## config.mk

```make
export PLATFORM = sky130hd
export DESIGN_NAME = seq_multiplier
export DESIGN_NICKNAME = d
export VERILOG_FILES = /design/src/rtl/seq_multiplier.sv
export SDC_FILE = /design/constraint.sdc
export NUM_CORES = 1
export LEC_CHECK = 0
export CORE_MARGIN = 5
export CORE_UTILIZATION = 35
export CTS_CLUSTER_SIZE = 12
export DETAILED_ROUTE_END_ITERATION = 8
export GPL_TIMING_DRIVEN = 0
export SLEW_MARGIN = 20
export SYNTH_ARGS = -nofsm -noshare
export SYNTH_HDL_FRONTEND = slang
export SYNTH_SLANG_ARGS = --single-unit
```

## constraint.sdc

```tcl
create_clock -name clk -period 2.29 [get_ports clk]
set_input_delay 0.229 -clock clk [delete_from_list [all_inputs] [get_ports clk]]
set_output_delay 0.229 -clock clk [all_outputs]
set_load 0.005 [all_outputs]
```

## src/rtl/seq_multiplier.sv

```systemverilog
// seq_multiplier: sequential shift-and-add multiplier, one partial-product
// step per clock. Computes a full 2*WIDTH-bit product of two WIDTH-bit
// operands with a WIDTH-cycle latency from the accepting edge to done.
//
// Optional feature macro: SIGNED_MULT_EN
//   defined   -> sgn=1 treats A/B as two's complement. Magnitudes are formed
//                at capture, the unsigned core runs on them, and the product
//                is negated on the result edge when the signs differ.
//   undefined -> sgn is ignored; all operands are unsigned.
//
// Ports:
//   clk    in   1         sole clock, rising edge
//   rst    in   1         asynchronous active-high reset
//   start  in   1         request a multiply (sampled in IDLE or DONE only)
//   A      in   WIDTH     multiplicand, captured on the accepting edge
//   B      in   WIDTH     multiplier, captured on the accepting edge
//   sgn    in   1         signed operands (only with SIGNED_MULT_EN)
//   busy   out  1         high while iterating
//   done   out  1         one-cycle pulse; P valid from this cycle onward
//   P      out  2*WIDTH   product register, holds until the next result
module seq_multiplier #(
  parameter int WIDTH = 8
) (
  input  logic               clk,
  input  logic               rst,
  input  logic               start,
  input  logic [WIDTH-1:0]   A,
  input  logic [WIDTH-1:0]   B,
  input  logic               sgn,
  output logic               busy,
  output logic               done,
  output logic [2*WIDTH-1:0] P
);

  localparam int CW = (WIDTH > 2) ? $clog2(WIDTH) : 1;
  localparam logic [CW-1:0] LAST_CNT = CW'(WIDTH - 1);

  typedef enum logic [1:0] {
    IDLE = 2'b00,
    RUN  = 2'b01,
    DONE = 2'b10
  } state_t;

  state_t               state_q, state_d;
  logic [WIDTH-1:0]     mcand_q, mcand_d;
  // {accumulator, multiplier}: upper half accumulates, lower half shifts out
  logic [2*WIDTH-1:0]   prod_q, prod_d;
  logic [CW-1:0]        cnt_q, cnt_d;
  logic [2*WIDTH-1:0]   p_q, p_d;

  logic [WIDTH-1:0]     addend;
  logic [WIDTH:0]       sum;
  logic [2*WIDTH-1:0]   step;
  logic [2*WIDTH-1:0]   result;
  logic [WIDTH-1:0]     mag_a, mag_b;

`ifdef SIGNED_MULT_EN
  localparam logic [WIDTH-1:0]   ONE_W  = WIDTH'(1);
  localparam logic [2*WIDTH-1:0] ONE_2W = (2*WIDTH)'(1);
  logic neg_q, neg_d;
  logic res_neg;
`else
  logic unused_sgn;
  assign unused_sgn = sgn;
`endif

  // Operand conditioning at capture
  always_comb begin
`ifdef SIGNED_MULT_EN
    mag_a   = (sgn && A[WIDTH-1]) ? (~A + ONE_W) : A;
    mag_b   = (sgn && B[WIDTH-1]) ? (~B + ONE_W) : B;
    res_neg = sgn & (A[WIDTH-1] ^ B[WIDTH-1]);
`else
    mag_a = A;
    mag_b = B;
`endif
  end

  // One shift-and-add step; the WIDTH+1-bit sum keeps the carry, which
  // becomes the MSB of the shifted {carry, acc, multiplier} register.
  always_comb begin
    addend = prod_q[0] ? mcand_q : '0;
    sum    = {1'b0, prod_q[2*WIDTH-1:WIDTH]} + {1'b0, addend};
    step   = {sum, prod_q[WIDTH-1:1]};
`ifdef SIGNED_MULT_EN
    result = neg_q ? (~step + ONE_2W) : step;
`else
    result = step;
`endif
  end

  always_comb begin
    state_d = state_q;
    mcand_d = mcand_q;
    prod_d  = prod_q;
    cnt_d   = cnt_q;
    p_d     = p_q;
`ifdef SIGNED_MULT_EN
    neg_d   = neg_q;
`endif
    unique case (state_q)
      IDLE, DONE: begin
        if (start) begin
          mcand_d = mag_a;
          prod_d  = {{WIDTH{1'b0}}, mag_b};
          cnt_d   = '0;
`ifdef SIGNED_MULT_EN
          neg_d   = res_neg;
`endif
          state_d = RUN;
        end else if (state_q == DONE) begin
          state_d = IDLE;
        end
      end
      RUN: begin
        prod_d = step;
        cnt_d  = cnt_q + CW'(1);
        if (cnt_q == LAST_CNT) begin
          p_d     = result;
          state_d = DONE;
        end
      end
      default: state_d = IDLE;
    endcase
  end

  always_ff @(posedge clk or posedge rst) begin
    if (rst) begin
      state_q <= IDLE;
      mcand_q <= '0;
      prod_q  <= '0;
      cnt_q   <= '0;
      p_q     <= '0;
`ifdef SIGNED_MULT_EN
      neg_q   <= 1'b0;
`endif
    end else begin
      state_q <= state_d;
      mcand_q <= mcand_d;
      prod_q  <= prod_d;
      cnt_q   <= cnt_d;
      p_q     <= p_d;
`ifdef SIGNED_MULT_EN
      neg_q   <= neg_d;
`endif
    end
  end

  assign busy = (state_q == RUN);
  assign done = (state_q == DONE);
  assign P    = p_q;

endmodule

```

# Word level (Yosys, flattened, before mapping)
# Index checks and enable logic that the tools add are counted.
[word_totals] mem_bits_rw=0 mem_bits_ro=0 word_cells=29 mem_count=0 reg_bits=45 out_inout_bits=18 latchBits=0 input_bits=20
[op_classes] shift=0 reduce_logical=7 bitwise=0 n_mux=9 order_cmp=0 n_div=0 addsub=2 n_eq_ne=6 multipliers=0
[op_table] op="$pmux 16 s2" count=1
[op_table] op="$mux 16" count=1
[op_table] op="$add 8x8->9" count=1
[op_table] op="$mux 8" count=1
[op_table] op="$reduce_and 2->1" count=4
[op_table] op="$mux 2" count=3
[op_table] op="$pmux 3 s2" count=1
[op_table] op="$pmux 2 s2" count=1
[op_table] op="$add 3x1->3 const B" count=1
[op_table] op="$eq 3x3->1 const B" count=1
[op_table] op="$mux 3" count=1
[op_table] op="$ne 3x3->1 const B" count=1
[op_table] op="$eq 2x1->1 const B" count=1
[op_table] op="$eq 2x2->1 const B" count=1
[op_table] op="$logic_not 2->1" count=1
[op_table] op="$ne 2x1->1 const B" count=1
[op_table] op="$ne 2x2->1 const B" count=1
[op_table] op="$reduce_bool 2->1" count=1
[op_table] op="$reduce_or 2->1" count=1

# Logic depth before layout (Yosys ltp)
# Gate-level depths: netlist of run 1.
[logic_depth] ltp_word=4 mapped_depth=8

# Worst setup path after synthesis of run 1
# Ideal clock, no wire load.
[synth_timing] kind="flip-flop to flip-flop" from="register prod_q[0]" to="register p_q[13] (netlist: P[13])" synth_period_minus_slack_ps=2092 setup_time_ps=125 stages_incl_launch_ff=9 arrival_ps=1967 slack_ps=198 cell_sequence="dfrtp_1 -> and2_1 -> ha_1 -> fa_1 -> a21oi_2 -> o211ai_2 -> a21oi_2 -> xnor2_1 -> mux2_4"
[synth_between] elab_chain_len=2
[synth_lines] item="start, declared" line_no="47" text="logic [2*WIDTH-1:0] prod_q, prod_d;"
[synth_lines] item="start signal, assigned" line_no="140" text="prod_q <= prod_d;"
[synth_lines] item="$mux 8" line_no="82" text="addend = prod_q[0] ? mcand_q : '0;"
[synth_lines] item="$add 8x8->9" line_no="83" text="sum = {1'b0, prod_q[2*WIDTH-1:WIDTH]} + {1'b0, addend};"
[synth_lines] item="end signal, assigned" line_no="142" text="p_q <= p_d;"
[synth_lines] item="end, declared" line_no="49" text="logic [2*WIDTH-1:0] p_q, p_d;"
# No other way between the ends.
# A chain may end at the register's enable or synchronous reset.

# Final worst setup path of run 1
[layout_timing] from="register state_q[1]" to="output busy"
[layout_between] elab_chain_len=1
[layout_lines] item="start, declared" line_no="44" text="state_t state_q, state_d;"
[layout_lines] item="start signal, assigned" line_no="138" text="state_q <= state_d;"
[layout_lines] item="$eq 2x1->1" line_no="149" text="assign busy = (state_q == RUN);"
[layout_lines] item="end, declared" line_no="30" text="output logic busy,"
# No other way between the ends.

==> run summary, run 1 <==
Setup repair after global routing left no endpoint under its margin. The clock drives 45 sinks. The global route total overflow came out at 0. STA classifies the critical path startpoint as a flip-flop. Summing the areas of all fa, ha and maj instances in the mapped netlist gives between 6 and 7% of the synthesized area.

The final-report hold violation count came to 0. The share of the synthesized area in compound gates (AO/OA/AOI/OAI) came out at 12.0%. The final critical-path share of the clock period came out at about 96%. The cell count after synthesis came out at between 150 and 200. STA puts the critical path data required time at 2.06 ns.

The number of cells on the critical path is 5. After clock tree synthesis, the clock-pin slew on the worst setup and hold paths is approximately 0.09 ns. The signal arrival time at the worst endpoint is between 1.5 and 2 ns. The count of pins on the block boundary is 38. The total inserted antenna cells is 0. The first routing iteration left 71 violations.

The met1 layer usage reported by global route is between 10% and 20%. Counting along the longest clock path gives a buffer depth of 2. Walking the worst path, the cells encountered are nand2b_1, inv_1, clkbuf_4, buf_4, clkdlybuf4s50_1.

The number of I/O port buffers came out at 36. The synthesized cell area came out at ~2100 um^2. The final wirelength is about 4400 um. The relative slew slack is around two thirds. The tool flagged a number of max-cap violations equal to 0. The number of enable flip-flop cells after synthesis is 0. The total cell area at the placement stage came out at approximately 2600 um^2. The worst setup path is captured at an output port. In this run, placement finished with an instance count of between 200 and 300.

The area inside the core boundary is 5960 um^2. The final-report setup violation count is 0. The peak fanout along the critical path is 10. The global-route wire length before repair came out at 7360 um. During synthesis, Yosys emitted a total of 0 warnings. The die covers about 7800 um^2. The post-synthesis xor/xnor area fraction came out at under 10%. The routed length per placed instance is 14.9 um. The met3 track utilization from global routing is 2.05%. In the post-synthesis netlist, the cell with the most instances is dfrtp_1. The post-detailed-route count of antenna-violating nets came out at 0. On the critical path, the stage with the largest delay is an instance of clkdlybuf4s50_1. The run finished with clean final reports. Summed over all cells, the static leakage comes to about 1.2 nW. The global placer's final weighted congestion came out at 0.808. Summed over all instances, the cell type with the most area after synthesis is dfrtp_1.

The total number of nets in the final design is 251. The number of search-and-repair iterations in the first detailed-routing pass came out at 4. The met2 track demand over resource came out at between 10% and 20%. The overall die width came out at around 88 um. The cell sitting at the root of the clock tree is a clkbuf_8.

The number of hold buffers added after CTS is 0. The logic depth of the worst register-to-register path is 8. The mux share of post-synthesis cell area came out at 16.0%. The clock skew after layout came out at 0.00536 ns. By area, the combinational part of the netlist is dominated by multiplexers. The area occupied by multi-input gates came out at between 900 and 1000 um^2. The TritonCTS clock tree is yes.

The highest cell delay on the worst timing path is around 0.52 ns. The initial utilization of the core area, before any placement, comes to 36.0%. The fraction of synthesized cell area taken by the top area cell type came out at 52.5%. The final-layout fill cell count came out at 590.

The post-route netlist has between 20% and 30% of its cells at a drive strength greater than 1. After synthesis, the cell types taking the most area are dfrtp_1 52%, mux2_2 12%, ha_1 5.8%, mux2i_1 3.7%, o21ai_0 3.0%. At the pin with the least slew margin, the transition time is approximately 0.47 ns. The share of async-settable or async-resettable flops after synthesis came out at between 90% and 100%. The standard-cell row count came out at 28. The number of vias after detailed routing is 1,433. Entering global routing, the biggest net connects 26 pins. The achievable frequency came out at between 0.4 and 0.5 GHz.

met2 is the most crowded layer. The setup slack on the worst flop-to-flop path came out at between 0.1 and 0.15 ns. From synthesis to final layout, the design area changed by 26.9%. The number of design rule violations left after detail routing came out at 0. Of the synthesized area, sequential elements account for between 50 and 60%.

The detailed placement HPWL came out at around 3100 um. The total power density per cell area came out at approximately 1300 nW/um^2. The die height is ~88 um.

The min-delay analysis places its worst path in the category input pin to asynchronous set/reset pin. The finished layout holds about 300 standard cells, fillers aside. Total power for the finished layout comes to roughly 3.5 mW.

For this run, the leading register cell type out of synthesis is dfrtp_1. The number of antenna violations at the first check in global routing is 0. The maximum level of the CTS H-tree is 2.

The classification of the worst setup path is flip-flop to output port. The smallest clock period supported by the final layout is computed as between 2 and 2.5 ns. The commonest cells after synthesis are 45 x dfrtp_1, 22 x mux2_2, 15 x nand2_1. Summing the areas of all and, or, nand and nor instances in the mapped netlist gives approximately 8% of the synthesized area. After synthesis, the mean cell area works out to roughly 12 um^2.

Broken down by cell family, the worst path's largest delay share belongs to buffers and inverters. The final number of max-transition violations is 0. At the later pin of the worst-skew pair, clock insertion delay measures ~0.3 ns. The detail-routed via count per cell is 4.86. The peak supply drop came out at between 500 and 600 uV. The net count of the mapped netlist is just over 200. Together, buffers and inverters on the worst path number 4. Global routing used 12.3% of the available tracks across all layers.

Buffers inserted during clock tree synthesis total 5. The finished cells cover 2720 um^2. The number of global-route vias before repair came out at between 1k and 1.5k. The sequential cell area is roughly 1100 um^2. The number of synthesized register bits is between 40 and 50. The post-synthesis cell type count is 30.
[layout by cell type, fill, tap and decap left out, types with 2 or more instances in the layout]
master / n
mux2_2: 22
inv_1: 3
a21o_1: 2
nor2_1: 5
mux2i_1: 8
a22o_1: 7
o21ai_0: 13
buf_2: 2
clkdlybuf4s50_1: 36
a21oi_1: 5
dfrtp_1: 44
a21oi_2: 2
o211ai_1: 3
and2_1: 8
ha_1: 10
buf_4: 4
xor2_1: 2
xnor2_1: 4
nor2b_1: 2
inv_2: 2
clkbuf_8: 6
nand2_1: 15
o21bai_1: 2
[layout make-up]
type / count / share of cell area, %
flip-flops and latches: 45 / 41.4
inverters: 5 / 0.689
plain buffers: 6 / 1.47
multi-input cells: 119 / 35.6
clock buffers: 7 / 3.17
repair buffers: 38 / 14.2
well taps: 75 / 3.45
[power breakdown]
part | internal (mW) | switching [mW] | leakage (nW)
logic | 0.910 | 0.731 | 0.608
registers | 1.17 | 0.200 | 0.554
clock network | 0.240 | 0.268 | 0.0443
[final timing paths]
kind | startpoint | end
setup / recovery | state_q[1]$_DFFE_PP0P_ | busy
hold / removal | rst | P[5]$_DFFE_PP0P_
setup reg to reg | prod_q[0]$_DFFE_PP0P_ | P[15]$_DFFE_PP0P_
hold reg to reg | P[12]$_DFFE_PP0P_ | P[12]$_DFFE_PP0P_
max in group asynchronous | rst | prod_q[0]$_DFFE_PP0P_
min in group clk | P[12]$_DFFE_PP0P_ | P[12]$_DFFE_PP0P_
[what timing repair did]
| action | CTS | global route |
|---|---|---|
| buffers inserted | 0 | 1 |
| gates resized for setup | 2 | 2 |
| pin swaps | 1 | 1 |
| setup endpoints to repair | 4 | 5 |
[cell families (layout without fill, tap and decap cells)]
family | Yosys count | in the layout
adder cells (fa/ha/maj) | 11 | 11
AND/OR/NAND/NOR | 34 | 34
flip-flops | 45 | 45
buffers and inverters | 11 | 56
AO/OA/AOI/OAI | 37 | 37
multiplexers | 31 | 31
XOR/XNOR | 6 | 6
[per-stage QoR]
step	setup TNS [ns]	hold slack [ns]	setup WS, ns	utilization (%)
3_3_place_gp	-0.00456	0.465	-0.00456	43.7
6_report	0	0.262	0.0984	45.7
2_1_floorplan	0	0.381	0.198	-
5_1_grt	0	0.307	0.00811	45.7
4_1_cts	0	0.276	0.00418	45.5
3_5_place_dp	-0.0418	0.473	-0.0220	44.0
[per-layer routing]
metal	up-vias	part of all wire, %
li1	706	-
met1	695	47
met2	23	48
met3	9	3.4
met4	0	1.7
met5	-	0
[flip-flops by register name (all words and copies together), names as in the netlist]
| name | flops |
|---|---|
| P | 16 |
| prod_q | 16 |
| mcand_q | 8 |
| cnt_q | 3 |
| state_q | 2 |
No activity file was read; power rests on OpenSTA's default activity.
==> inputs of run 2 (changes only) <==
CORE_UTILIZATION = 52   (was 35)
GPL_TIMING_DRIVEN = not set   (was 0)
PLACE_DENSITY = 0.79   (was not set)
SLEW_MARGIN = 5   (was 20)
==> run summary, run 2 (synthesis gave the netlist of run 1 again) <==
The run finished with clean final reports. The detailed placement HPWL is 3240 um (+3.0%). The clock skew after layout came out at 0.00475 ns (-0.000607 ns).

The final-layout fill cell count is 320 (-46%). The number of DRC markers in iteration 0 came out at 63 (-11%). The clock sink count came out at 45 (unchanged).

The total number of nets in the final design is 248 (-1.2%). The final-report setup violation count came out at 0 (unchanged). The achievable frequency was 0.476 GHz (+4.3%). The number of hold buffers added after CTS came out at 0 (unchanged).

The critical path is of the flip-flop to flip-flop type. Traced cell by cell, the critical path runs through and2_1, ha_1, fa_2, a21oi_2, o211ai_2, a21oi_2, xnor2_1, mux2_4. The count of pins on the block boundary is 38 (unchanged). The maximum clock insertion buffer count is 2 (unchanged).

The clock edge transition at the registers on the reported setup and hold paths came to 0.08 ns (about the same). The category of the worst setup path launch point is a flip-flop. Leaving out fill and tap cells, the most frequent cell in the layout is dfrtp_1. The type of the most critical hold path is input pin to asynchronous set/reset pin.

The worst setup timing slack at the placement stage came out at 0.148 ns (+0.170 ns). The global-route wire length before repair came to 7360 um (unchanged). The total buffers and inverters traversed by the critical path came out at 0 (-4).

STA classifies the critical path endpoint as a flip-flop. The highest cell delay on the worst timing path came out at 0.38 ns (-0.14 ns). The global placer's final weighted congestion was 0.873 (+8.0%).

Clock tree synthesis selected as its root buffer the cell clkbuf_8. The signal arrival time at the worst endpoint is 2.28 ns (+0.32 ns). The relative slew slack is 41.2% (-27 points). The transition time of the tightest slew-check pin is 0.876 ns (+0.405 ns). The number of global-route vias before repair was 1,578 (+9.2%).

The number of search-and-repair iterations in the first detailed-routing pass came out at 6 (+2). The largest net degree at the start of global routing came out at 24 (-7.7%). The sum of negative setup slack is 0 ns (unchanged).

The max-cap violation count came out at 0 (unchanged). The final critical-path share of the clock period came out at 91.8% (-3.9 points). The global-route total usage across every layer came out at 17.5% (+5.3 points). The routed length per placed instance is 15.9 um (+6.7%). The fraction of final layout cells sized beyond drive strength 1 is 20.6% (-1.2 points). The number of CTS-inserted buffers was 5 (unchanged). The library cell appearing most often on the critical path is a21oi_2. The overall die width was 74.2 um (-16%). The area inside the core boundary is 4000 um^2 (-33%). The total inserted antenna cells is 0 (unchanged).

The clock insertion delay at the later pin of the skew report is 0.29 ns (about the same). The worst setup slack after layout came to 0.188 ns (+0.0898 ns). The leakage power of the design is 1.20 nW (-0.91%).

The peak fanout along the critical path came out at 3 (-7). The time the final worst path needs with I/O delays and setup is 2.10 ns (-0.0898 ns). The final-report hold violation count was 0 (unchanged). The starting density of the core is 53.6% (+18 points).

The total power density per cell area is 1300 nW/um^2 (+0.45%). The standard-cell row count came out at 23 (-18%). The final number of max-transition violations came out at 0 (unchanged). The layout overhead on the synthesized area came out at 24.5%. The top cell types in the final layout, fill and taps aside, are 45 x dfrtp_1, 36 x clkdlybuf4s50_1, 22 x mux2_2.

The area enclosed by the die boundary is 5510 um^2 (-29%). The die height is 74.2 um (-16%). The post-detailed-route count of antenna-violating nets came out at 0 (unchanged). Setup repair after global routing left no endpoint under its margin. The number of vias after detailed routing came to 1,443 (+0.70%). The final wirelength is 4260 um (-3.1%).

The global route total overflow is 0 (unchanged). TritonCTS built the clock tree. The data required time at the worst endpoint came out at 2.47 ns (+0.41 ns). The number of antenna violations at the first check in global routing is 0 (unchanged). Broken down by cell family, the worst path's largest delay share belongs to adder cells.

The detail-routed via count per cell was 5.38 (+11%). The largest individual stage delay along the critical path comes from the cell fa_2. The number of design rule violations left after detail routing came out at 0 (unchanged). The maximum level of the CTS H-tree was 2 (unchanged). The number of I/O port buffers came to 36 (unchanged). The peak supply drop is 738 uV (+47%).
==> run 2: cell types whose count changed in the layout (fill, tap and decap cells not counted), sizes merged <==
cell    before  now
clkbuf       8    6
buf          7    5
inv          5    4
clkinv       0    3
==> run 2: final timing paths <==
check | from | to | slack, ns | cells after the start
max in group asynchronous | rst | prod_q[11]$_DFFE_PP0P_ | 1.43 | 3
worst min-delay path | rst | P[5]$_DFFE_PP0P_ | 0.31 | 2
worst max-delay path | prod_q[0]$_DFFE_PP0P_ | P[13]$_DFFE_PP0P_ | 0.19 | 8
min in group clk | P[12]$_DFFE_PP0P_ | P[12]$_DFFE_PP0P_ | 0.49 | 2
worst min register to register | P[12]$_DFFE_PP0P_ | P[12]$_DFFE_PP0P_ | 0.49 | 2
worst max register to register | prod_q[0]$_DFFE_PP0P_ | P[13]$_DFFE_PP0P_ | 0.19 | 8
==> run 2: layer usage <==
metal	vias up	part of all wire, %	track usage (%)	wire length (um)
met4	0	0.49	3.56	21
met1	718	46	22.1	1960
met3	2	3.7	5.14	157
met5	-	0	0	0
li1	696	-	-	-
met2	27	50	30.3	2120
==> run 2: cell type report <==
cell class	instances	area (um^2)	share of cell area, %
Tap cell	50	62.6	2.34
Inverter	5	18.8	0.703
Multi-Input combinational cell	119	971	36.3
Timing Repair Buffer	41	410	15.4
Clock buffer	6	72.6	2.72
Sequential cell	45	1130	42.2
Clock inverter	2	10.0	0.375
==> run 2: where the power goes <==
part / switching [mW] / leakage, nW / internal [mW]
Clock: 0.252 / 0.0450 / 0.212
Sequential: 0.215 / 0.555 / 1.17
Combinational: 0.729 / 0.595 / 0.891
Total: 1.20 / 1.20 / 2.27
==> run 2: repair_timing <==
action                     in CTS  in global routing
setup endpoints to repair       0                  3
resized for setup               0                  1
hold endpoints to repair        0                  0
buffers inserted                0                  0
==> run 2: stage by stage <==
stage	util [%]	total power, mW	cell area [um^2]	cells	hold slack, ns
2_1_floorplan	-	2.41	2150	175	0.381
3_3_place_gp	64.7	2.93	2590	260	0.473
3_5_place_dp	64.7	3.02	2590	260	0.482
4_1_cts	66.7	3.50	2670	268	0.334
5_1_grt	66.8	3.74	2670	268	0.373
6_report	66.8	3.47	2670	268	0.311
==> run 2: worst reg2reg max path: stages, from the launching register on <==
cell      delay, ns
dfrtp_1        0.37
and2_1         0.16
ha_1           0.24
fa_2           0.38
a21oi_2        0.20
o211ai_2       0.12
a21oi_2        0.16
xnor2_1        0.10
mux2_4         0.26
